===== src/rtl/hi_tx_pkg.sv =====
`default_nettype none
// +--------------------------------------------------------------------+
// | hi_tx_pkg : shared modulation-mode encodings for the HF transmitter |
// | Revision  : 1.0                                                     |
// +--------------------------------------------------------------------+
package hi_tx_pkg;

    typedef logic [1:0] mode_t;

    localparam mode_t MODE_FULL    = 2'b00;
    localparam mode_t MODE_SHALLOW = 2'b01;
    localparam mode_t MODE_OFF     = 2'b10;
    localparam mode_t MODE_ON      = 2'b11;

    localparam int ADC_W = 8;

    // Only the two modulating modes feed the pause watchdog.
    function automatic logic mode_modulates(input mode_t m);
        return (m == MODE_FULL) || (m == MODE_SHALLOW);
    endfunction

endpackage
`default_nettype wire


===== src/rtl/hi_hysteresis.sv =====
`default_nettype none
// +--------------------------------------------------------------------+
// | hi_hysteresis : registered ADC sample, hysteresis and debounce      |
// | Revision      : 1.0                                                 |
// +--------------------------------------------------------------------+
module hi_hysteresis #(
    parameter int ADC_W    = 8,
    parameter int HYST_HI  = 255,
    parameter int HYST_LO  = 0,
    parameter int DEBOUNCE = 1
) (
    input  logic             clk,
    input  logic             rst_n,
    input  logic [ADC_W-1:0] i_adc,
    output logic             o_rx
);

    localparam logic [ADC_W-1:0] c_hi       = ADC_W'(HYST_HI);
    localparam logic [ADC_W-1:0] c_lo       = ADC_W'(HYST_LO);
    localparam logic [3:0]       c_run_last = 4'(DEBOUNCE - 1);

    logic [ADC_W-1:0] r_adc;
    logic [3:0]       r_run;
    logic             r_rx;
    logic             w_qual;

    // A sample qualifies only if it pushes toward the opposite state.
    assign w_qual = r_rx ? (r_adc <= c_lo) : (r_adc >= c_hi);

    always_ff @(posedge clk or negedge rst_n) begin
        if (!rst_n) begin
            r_adc <= '0;
            r_run <= '0;
            r_rx  <= 1'b0;
        end else begin
            r_adc <= i_adc;
            if (w_qual) begin
                if (r_run == c_run_last) begin
                    r_rx  <= ~r_rx;
                    r_run <= '0;
                end else begin
                    r_run <= r_run + 4'd1;
                end
            end else begin
                r_run <= '0;
            end
        end
    end

    assign o_rx = r_rx;

endmodule
`default_nettype wire


===== src/rtl/hi_tx_mod.sv =====
`default_nettype none
// +--------------------------------------------------------------------+
// | hi_tx_mod : 13.56 MHz reader transmit modulator with SSP interface  |
// | Revision  : 1.0                                                     |
// +--------------------------------------------------------------------+
module hi_tx_mod
    import hi_tx_pkg::*;
#(
    parameter int DIV_W     = 7,
    parameter int FRAME_LEN = 8,
    parameter int HYST_HI   = 255,
    parameter int HYST_LO   = 0,
    parameter int DEBOUNCE  = 1,
    parameter int MAX_PAUSE = 2047
) (
    input  logic             ck_1356meg,
    input  logic             ck_1356megb,
    input  logic             reset_n,
    input  logic [ADC_W-1:0] adc_d,
    output logic             adc_clk,
    input  logic             ssp_dout,
    input  logic [1:0]       mod_mode,
    output logic             ssp_clk,
    output logic             ssp_frame,
    output logic             ssp_din,
    output logic             pwr_hi,
    output logic             pwr_lo,
    output logic             pwr_oe1,
    output logic             pwr_oe2,
    output logic             pwr_oe3,
    output logic             pwr_oe4,
    output logic             pause_err,
    output logic             dbg
);

    localparam int c_frame_w = (FRAME_LEN > 1) ? $clog2(FRAME_LEN) : 1;
    localparam int c_pause_w = $clog2(MAX_PAUSE + 1);

    localparam logic [DIV_W-1:0]     c_div_max     = '1;
    localparam logic [DIV_W-1:0]     c_div_half_m1 = DIV_W'((1 << (DIV_W - 1)) - 1);
    localparam logic [c_frame_w-1:0] c_frame_last  = c_frame_w'(FRAME_LEN - 1);
    localparam logic [c_pause_w-1:0] c_pause_max   = c_pause_w'(MAX_PAUSE);

    logic [DIV_W-1:0]     r_div;
    logic [c_frame_w-1:0] r_frame;
    logic                 r_ssp_frame;
    logic                 r_mod_q;
    mode_t                r_mode_q;
    logic [c_pause_w-1:0] r_pause_cnt;
    logic                 r_pause_err;

    logic                 w_div_wrap;
    logic                 w_frame_wrap;
    logic [c_frame_w-1:0] w_frame_next;
    logic [c_pause_w-1:0] w_pause_next;
    logic                 w_mod_eff;
    logic                 w_rx;

    assign w_div_wrap   = (r_div == c_div_max);
    assign w_frame_wrap = w_div_wrap && (r_frame == c_frame_last);

    always_comb begin
        w_frame_next = r_frame;
        if (w_div_wrap) begin
            w_frame_next = (r_frame == c_frame_last) ? '0 : r_frame + 1'b1;
        end
    end

    always_comb begin
        w_pause_next = '0;
        if (mode_modulates(r_mode_q) && !r_mod_q) begin
            w_pause_next = (r_pause_cnt == c_pause_max) ? c_pause_max : r_pause_cnt + 1'b1;
        end
    end

    always_ff @(posedge ck_1356meg or negedge reset_n) begin
        if (!reset_n) begin
            r_div       <= '0;
            r_frame     <= '0;
            r_ssp_frame <= 1'b1;
            r_mod_q     <= 1'b1;
            r_mode_q    <= MODE_OFF;
            r_pause_cnt <= '0;
            r_pause_err <= 1'b0;
        end else begin
            r_div       <= r_div + 1'b1;
            r_frame     <= w_frame_next;
            r_ssp_frame <= (w_frame_next == '0);
            if (r_div == c_div_half_m1) begin
                r_mod_q <= ssp_dout;
            end
            // Mode only changes on frame boundaries so a frame is never split.
            if (w_frame_wrap) begin
                r_mode_q <= mod_mode;
            end
            r_pause_cnt <= w_pause_next;
            r_pause_err <= (w_pause_next == c_pause_max);
        end
    end

    assign w_mod_eff = r_mod_q | r_pause_err;

    always_comb begin
        pwr_hi  = 1'b0;
        pwr_oe4 = 1'b0;
        case (r_mode_q)
            MODE_FULL:    pwr_hi = ck_1356megb & w_mod_eff;
            MODE_SHALLOW: begin
                pwr_hi  = ck_1356megb;
                pwr_oe4 = ~w_mod_eff;
            end
            MODE_ON:      pwr_hi = ck_1356megb;
            default:      pwr_hi = 1'b0;
        endcase
    end

    hi_hysteresis #(
        .ADC_W    (ADC_W),
        .HYST_HI  (HYST_HI),
        .HYST_LO  (HYST_LO),
        .DEBOUNCE (DEBOUNCE)
    ) u_hyst (
        .clk   (ck_1356meg),
        .rst_n (reset_n),
        .i_adc (adc_d),
        .o_rx  (w_rx)
    );

    assign adc_clk   = ck_1356meg;
    assign ssp_clk   = r_div[DIV_W-1];
    assign ssp_frame = r_ssp_frame;
    assign ssp_din   = w_rx;
    assign dbg       = w_rx;
    assign pause_err = r_pause_err;
    assign pwr_lo    = 1'b0;
    assign pwr_oe1   = 1'b0;
    assign pwr_oe2   = 1'b0;
    assign pwr_oe3   = 1'b0;

endmodule
`default_nettype wire


===== config.mk =====
export PLATFORM = sky130hd
export DESIGN_NAME = hi_tx_mod
export DESIGN_NICKNAME = d
export VERILOG_FILES = /design/src/rtl/hi_tx_pkg.sv /design/src/rtl/hi_hysteresis.sv /design/src/rtl/hi_tx_mod.sv
export SDC_FILE = /design/constraint.sdc
export NUM_CORES = 1
export LEC_CHECK = 0
export CORE_MARGIN = 4
export CORE_UTILIZATION = 40
export CTS_BUF_LIST = sky130_fd_sc_hd__clkbuf_8
export DETAILED_ROUTE_END_ITERATION = 12
export DONT_BUFFER_PORTS = 1
export SLEW_MARGIN = 40
export SYNTH_ARGS = -nofsm -noshare
export SYNTH_HDL_FRONTEND = slang
export SYNTH_SLANG_ARGS = --single-unit
export TNS_END_PERCENT = 10

===== constraint.sdc =====
create_clock -name ck_1356meg -period 2.05 [get_ports ck_1356meg]
set_input_delay 0.3075 -clock ck_1356meg [delete_from_list [all_inputs] [get_ports ck_1356meg]]
set_output_delay 0.3075 -clock ck_1356meg [all_outputs]
set_load 0.005 [all_outputs]

[After elaboration in Yosys (flattened, before gate mapping)]
Cells that the tools add are included.
Storage, ports and cells
  register bits after elaboration: 39
  bits of input ports: 14
Operators by class
  $add $sub $neg: 4
  $lt $le $gt $ge: 2
  equality and inequality tests: 7
  muxes and demuxes: 9
  bitwise gates (word level): 4
  reductions and logical operators: 9
Operators with widths (count)
  equality test 11 bit (second input constant): 2
  2-to-1 mux 11 bit: 2
  adder 11 x 1 -> 11 bit (second input constant): 1
  >= comparator 8 bit (second input constant): 1
  <= comparator 8 x 1 -> 1 bit (second input constant): 1
  2-to-1 mux 4 bit: 2
  adder 7 x 1 -> 7 bit (second input constant): 1
  equality test 7 x 6 -> 1 bit (second input constant): 1
  equality test 7 bit (second input constant): 1
  2-to-1 mux 3 bit: 2
  adder 4 x 1 -> 4 bit (second input constant): 1
  logical NOT 4 bit: 1
  adder 3 x 1 -> 3 bit (second input constant): 1
  equality test 3 bit (second input constant): 1
  logical NOT 3 bit: 1
  equality test 2 x 1 -> 1 bit (second input constant): 1
  equality test 2 bit (second input constant): 1
  logical AND 1 bit: 2
  logical NOT 2 bit: 1
  2-to-1 mux 1 bit: 2
  inverter 1 bit: 2
  case mux 1 bit (2 select lines): 1
  AND reduction 2 bit: 1
  OR reduction 2 bit: 1
  4 further kinds: 4

[Logic depth before layout (Yosys ltp)]
  depth in word-level cells: 5
  mapped depth: 6
  depth with buffers taken out: 6

[By module]
From an unflattened synthesis, not the netlist that was laid out.
Second synthesis, totals
  cell total of the unflattened synthesis: 148
  area total of the unflattened synthesis: 1784.2 um^2
By module, submodules not included
  hi_tx_mod: instances 1, cells an instance 111, area an instance 1262.5 um^2, sequential area each 654.4 um^2
  hi_hysteresis: instances 1, cells an instance 37, area an instance 521.8 um^2, sequential area each 325.3 um^2

==> flow_results.xml <==
<?xml version="1.0" encoding="UTF-8"?>
<metrics>
  <group name="grt">
    <metric name="grt_start_max_net_pins" unit="">40</metric>
    <metric name="first_global_vias" unit="">1117</metric>
    <metric name="antenna_found_initial" unit="">1</metric>
    <metric name="overflow" unit="">0</metric>
    <metric name="grt_pass1_wl" unit="mm">5.09</metric>
    <metric name="global_route.usage.total" unit="%">12.2</metric>
  </group>
  <group name="placed_design">
    <metric name="post_dp_cell_area" unit="µm²">1770</metric>
    <metric name="portBuffers" unit="">0</metric>
    <metric name="dp.cells" unit="">197</metric>
    <metric name="detailedPlacementHpwl" unit="mm">2.12</metric>
    <metric name="gpl.final_weighted_congestion" unit="">0.876</metric>
  </group>
  <group name="die">
    <metric name="rows" unit="">23</metric>
    <metric name="num_io_pins" unit="">26</metric>
    <metric name="floorplan.initialDensity" unit="%">42.6</metric>
    <metric name="dieArea" unit="µm²">5510</metric>
    <metric name="core_area" unit="µm²">4120</metric>
    <metric name="die-width" unit="µm">74.2</metric>
    <metric name="die-height" unit="µm">74.2</metric>
  </group>
  <group name="cts">
    <metric name="clock_insertion_delay_worst_skew" unit="ns">0.29</metric>
    <metric name="clock_tree.root_cell" unit="">sky130_fd_sc_hd__clkbuf_8</metric>
    <metric name="tritoncts" unit="">yes</metric>
    <metric name="clk_pin_slew_worst_paths" unit="ns">0.07</metric>
    <metric name="cts_sinks" unit="">39</metric>
    <metric name="clock_tree.buffer_depth" unit="">2</metric>
    <metric name="number_of_buffers_inserted_during_clock_tree_synthesis" unit="">5</metric>
    <metric name="clock_tree.htree_level_count" unit="">2</metric>
  </group>
  <group name="worst_setup_path">
    <metric name="critPathCaptureType" unit="">flop</metric>
    <metric name="critPathArrivalTime" unit="ns">2.00</metric>
    <metric name="worst_r2r_startpoint" unit="">r_div[0]</metric>
    <metric name="worst_r2r_endpoint" unit="">ssp_frame</metric>
    <metric name="start_kind" unit="">flop</metric>
    <metric name="worst-setup-path-type" unit="">reg -&gt; reg</metric>
    <metric name="critical_path_rt" unit="ns">2.26</metric>
    <metric name="critical_path_peak_fanout" unit="">4</metric>
    <metric name="rrSetupSlack" unit="ns">0.26</metric>
    <metric name="r2r.worst_path.cells" unit="">6</metric>
  </group>
  <group name="synthesis">
    <metric name="synth_top_cell_by_area" unit="">sky130_fd_sc_hd__dfrtp_1</metric>
    <metric name="yosys_warnings" unit="">0</metric>
    <metric name="yosys-top-cells-area" unit="">sky130_fd_sc_hd__dfrtp_1 (51%), sky130_fd_sc_hd__dfstp_2 (4.5%), sky130_fd_sc_hd__ha_1 (4.3%)</metric>
    <metric name="synthesis.instances" unit="">152</metric>
    <metric name="ys_types" unit="">38</metric>
    <metric name="netlist.area_leader.share" unit="%">51.4</metric>
    <metric name="mappedNetlistArea" unit="µm²">1750</metric>
    <metric name="post_synth.cell_area_avg" unit="µm²">11.5</metric>
    <metric name="synth.ff_latch_count" unit="">39</metric>
    <metric name="seq_area_frac_synth" unit="%">55.9</metric>
  </group>
  <group name="layout">
    <metric name="post_route_cells_drive_above_1_share" unit="%">14.0</metric>
    <metric name="final_nets" unit="">176</metric>
    <metric name="fill_cells" unit="">372</metric>
    <metric name="number_of_standard_cells_in_the_layout_taps_in_and_fillers_out" unit="">208</metric>
    <metric name="finalInstanceArea" unit="µm²">1890</metric>
    <metric name="area_growth_syn_to_layout" unit="%">7.57</metric>
  </group>
  <group name="power_and_ir_drop">
    <metric name="power_switching_share" unit="%">22.1</metric>
    <metric name="max-vdd-ir-drop" unit="V">0.000406</metric>
    <metric name="leak" unit="nW">0.845</metric>
    <metric name="seqPwrFrac" unit="%">61.0</metric>
    <metric name="final_power" unit="mW">1.33</metric>
    <metric name="internal_power" unit="mW">1.03</metric>
    <metric name="p_sw" unit="µW">293</metric>
    <metric name="share_clk_of_total_power" unit="%">35.1</metric>
    <metric name="power_frac_comb" unit="%">3.9</metric>
    <metric name="power_density" unit="nW/µm²">704</metric>
  </group>
  <group name="timing">
    <metric name="hold_violations" unit="">0</metric>
    <metric name="report.final.setup_viol" unit="">0</metric>
    <metric name="hold_ws" unit="ns">0.0421</metric>
    <metric name="grt_setup_unrepaired" unit="">false</metric>
    <metric name="setup-tns-final" unit="ns">0</metric>
    <metric name="period_needed" unit="ns">1.79</metric>
    <metric name="max_freq" unit="MHz">558</metric>
    <metric name="slew_violations" unit="">0</metric>
    <metric name="period_share" unit="%">87.4</metric>
    <metric name="clock_skew" unit="ns">0.00647</metric>
  </group>
  <group name="hold_path">
    <metric name="timing.hold.worst.class" unit="">in -&gt; reg</metric>
    <metric name="holdCritStartpoint" unit="">adc_d[1]</metric>
    <metric name="timing.hold.worst_path_depth" unit="">0</metric>
    <metric name="timing.hold.worst_endpoint" unit="">u_hyst.r_adc[1]</metric>
  </group>
  <group name="routing">
    <metric name="routed-via-count" unit="">1084</metric>
    <metric name="finalWirelength" unit="mm">2.83</metric>
    <metric name="post-route-drc-count" unit="">0</metric>
    <metric name="antenna_left" unit="">0</metric>
    <metric name="wire_per_inst" unit="µm">13.6</metric>
    <metric name="vias_per_cell" unit="">5.21</metric>
    <metric name="detail_route.iter0.violations" unit="">71</metric>
    <metric name="detailedRoute.firstPassIterationCount" unit="">4</metric>
  </group>
  <group name="job">
    <metric name="cap_viol_max_count" unit="">0</metric>
  </group>
  <group name="outcome">
    <metric name="outcome" unit="">finished clean</metric>
  </group>
</metrics>
[registers in the layout, indices dropped and copies added, names as in the netlist]
register	count
pause_err	1
r_div	7
r_pause_cnt	11
r_mod_q	1
r_mode_q	2
ssp_frame	1
r_frame	3
u_hyst.r_adc	8
u_hyst.o_rx	1
u_hyst.r_run	4
[cell type report]
type / instances / area (µm²) / area share [%]
timing repair buffer: 2 / 30.0 / 1.59
sequential: 39 / 980 / 52.0
inverter: 4 / 15.0 / 0.796
tap: 50 / 62.6 / 3.32
clock inverter: 3 / 11.3 / 0.597
antenna: 1 / 2.50 / 0.133
multi-input combinational: 104 / 716 / 38.0
clock buffer: 5 / 68.8 / 3.65
[critical path, stage by stage, from the launching register on]
cell and delay, ns:
sky130_fd_sc_hd__dfrtp_1 0.39, sky130_fd_sc_hd__ha_1 0.22, sky130_fd_sc_hd__and3_1 0.20, sky130_fd_sc_hd__and3_1 0.23
sky130_fd_sc_hd__nand2_1 0.14, sky130_fd_sc_hd__mux2_2 0.36, sky130_fd_sc_hd__nor3_1 0.18
[metal layers]
layer / vias to the layer above / GRT usage [%] / wire (µm)
met4: 0 / 6.64 / 67
met3: 6 / 4.73 / 212
li1: 528 / - / -
met5: - / 0 / 0
met2: 28 / 19.1 / 1350
met1: 522 / 14.6 / 1200
[Yosys cell counts]
| library cell | n |
|---|---|
| sky130_fd_sc_hd__dfrtp_1 | 36 |
| sky130_fd_sc_hd__buf_1 | 1 |
| sky130_fd_sc_hd__conb_1 | 1 |
| sky130_fd_sc_hd__nand3_1 | 9 |
| sky130_fd_sc_hd__nor3_1 | 5 |
| sky130_fd_sc_hd__a31oi_2 | 1 |
| sky130_fd_sc_hd__ha_1 | 6 |
| sky130_fd_sc_hd__a21oi_1 | 12 |
| sky130_fd_sc_hd__buf_4 | 6 |
| sky130_fd_sc_hd__nor2b_1 | 1 |
| sky130_fd_sc_hd__dfstp_2 | 3 |
| sky130_fd_sc_hd__clkbuf_2 | 1 |
| sky130_fd_sc_hd__o21a_1 | 2 |
| sky130_fd_sc_hd__nor2_1 | 10 |
| sky130_fd_sc_hd__and2b_2 | 1 |
| sky130_fd_sc_hd__nand3_2 | 1 |
| sky130_fd_sc_hd__nor3_2 | 2 |
| sky130_fd_sc_hd__nand2b_1 | 2 |
| sky130_fd_sc_hd__nand2_1 | 7 |
| sky130_fd_sc_hd__mux2_2 | 6 |
| sky130_fd_sc_hd__inv_1 | 4 |
| sky130_fd_sc_hd__nor4bb_1 | 1 |
| sky130_fd_sc_hd__a31oi_1 | 1 |
| sky130_fd_sc_hd__and3_1 | 3 |
| sky130_fd_sc_hd__or2_2 | 1 |
| sky130_fd_sc_hd__nor4b_1 | 1 |
| sky130_fd_sc_hd__nand3b_1 | 3 |
| sky130_fd_sc_hd__xor2_1 | 8 |
| sky130_fd_sc_hd__or4_4 | 1 |
| sky130_fd_sc_hd__o211a_1 | 1 |
| sky130_fd_sc_hd__o211ai_1 | 1 |
| sky130_fd_sc_hd__nand4_1 | 2 |
| sky130_fd_sc_hd__xnor2_1 | 7 |
| sky130_fd_sc_hd__a221oi_1 | 1 |
| sky130_fd_sc_hd__nor4_1 | 1 |
| sky130_fd_sc_hd__o21ai_0 | 1 |
| sky130_fd_sc_hd__and2_1 | 1 |
| sky130_fd_sc_hd__a211oi_1 | 1 |
[power groups by stage]
stage               registers, mW  clock network (mW)  logic, mW
finish                      0.810               0.465     0.0520
floorplan                   0.818              0.0316     0.0386
detailed placement          0.825                   0     0.0320
global route                0.812               0.521     0.0626
CTS                         0.810               0.494     0.0536
global placement            0.823                   0     0.0314
[worst max path at each step]
stage	start	endpoint	slack, ns	depth (start not counted)
6_report	r_div[0]	ssp_frame	0.26	6
5_1_grt	r_pause_cnt[0]	r_pause_cnt[0]	0.07	5
4_1_cts	r_div[0]	ssp_frame	0.25	6
3_5_place_dp	r_div[0]	ssp_frame	0.26	6
3_3_place_gp	r_div[0]	ssp_frame	0.31	6
2_1_floorplan	r_div[0]	ssp_frame	0.36	6
[layout by cell type, fill, tap and decap left out, types with 4 or more instances in the layout]
master                     count
sky130_fd_sc_hd__inv_1         7
sky130_fd_sc_hd__ha_1          6
sky130_fd_sc_hd__clkbuf_8      5
sky130_fd_sc_hd__xor2_1        8
sky130_fd_sc_hd__dfrtp_1      36
sky130_fd_sc_hd__conb_1        4
sky130_fd_sc_hd__a21oi_1      12
sky130_fd_sc_hd__mux2_2        6
sky130_fd_sc_hd__nor3_1        5
sky130_fd_sc_hd__nand2_1       7
sky130_fd_sc_hd__nor2_1       10
sky130_fd_sc_hd__xnor2_1       7
sky130_fd_sc_hd__nand3_1       9
[logic make-up (layout without fill, tap and decap cells)]
kind of cell    Yosys count  count (layout)  share of synthesized area (%)
compound gates           21              21                           7.57
flops                    39              39                           55.9
simple gates             52              52                           16.8
other cells               1               5                          0.214
mux                       6               6                           3.85
xor+xnor                 15              15                           7.49
fa+ha+maj                 6               6                           4.28
buf+inv                  12              14                           3.92
[stage by stage]
stage,util [%],setup slack (ns)
floorplan,-,0.359
global placement,43.1,0.308
detailed placement,43.1,0.263
CTS,45.8,0.252
global route,45.8,0.0674
finish,45.8,0.259
[repair_timing]
item,CTS,global route
setup buffers,0,0
hold buffers,2,0
hold endpoints to repair,39,0
resized for setup,0,0
(Power assumes the default switching activity.)
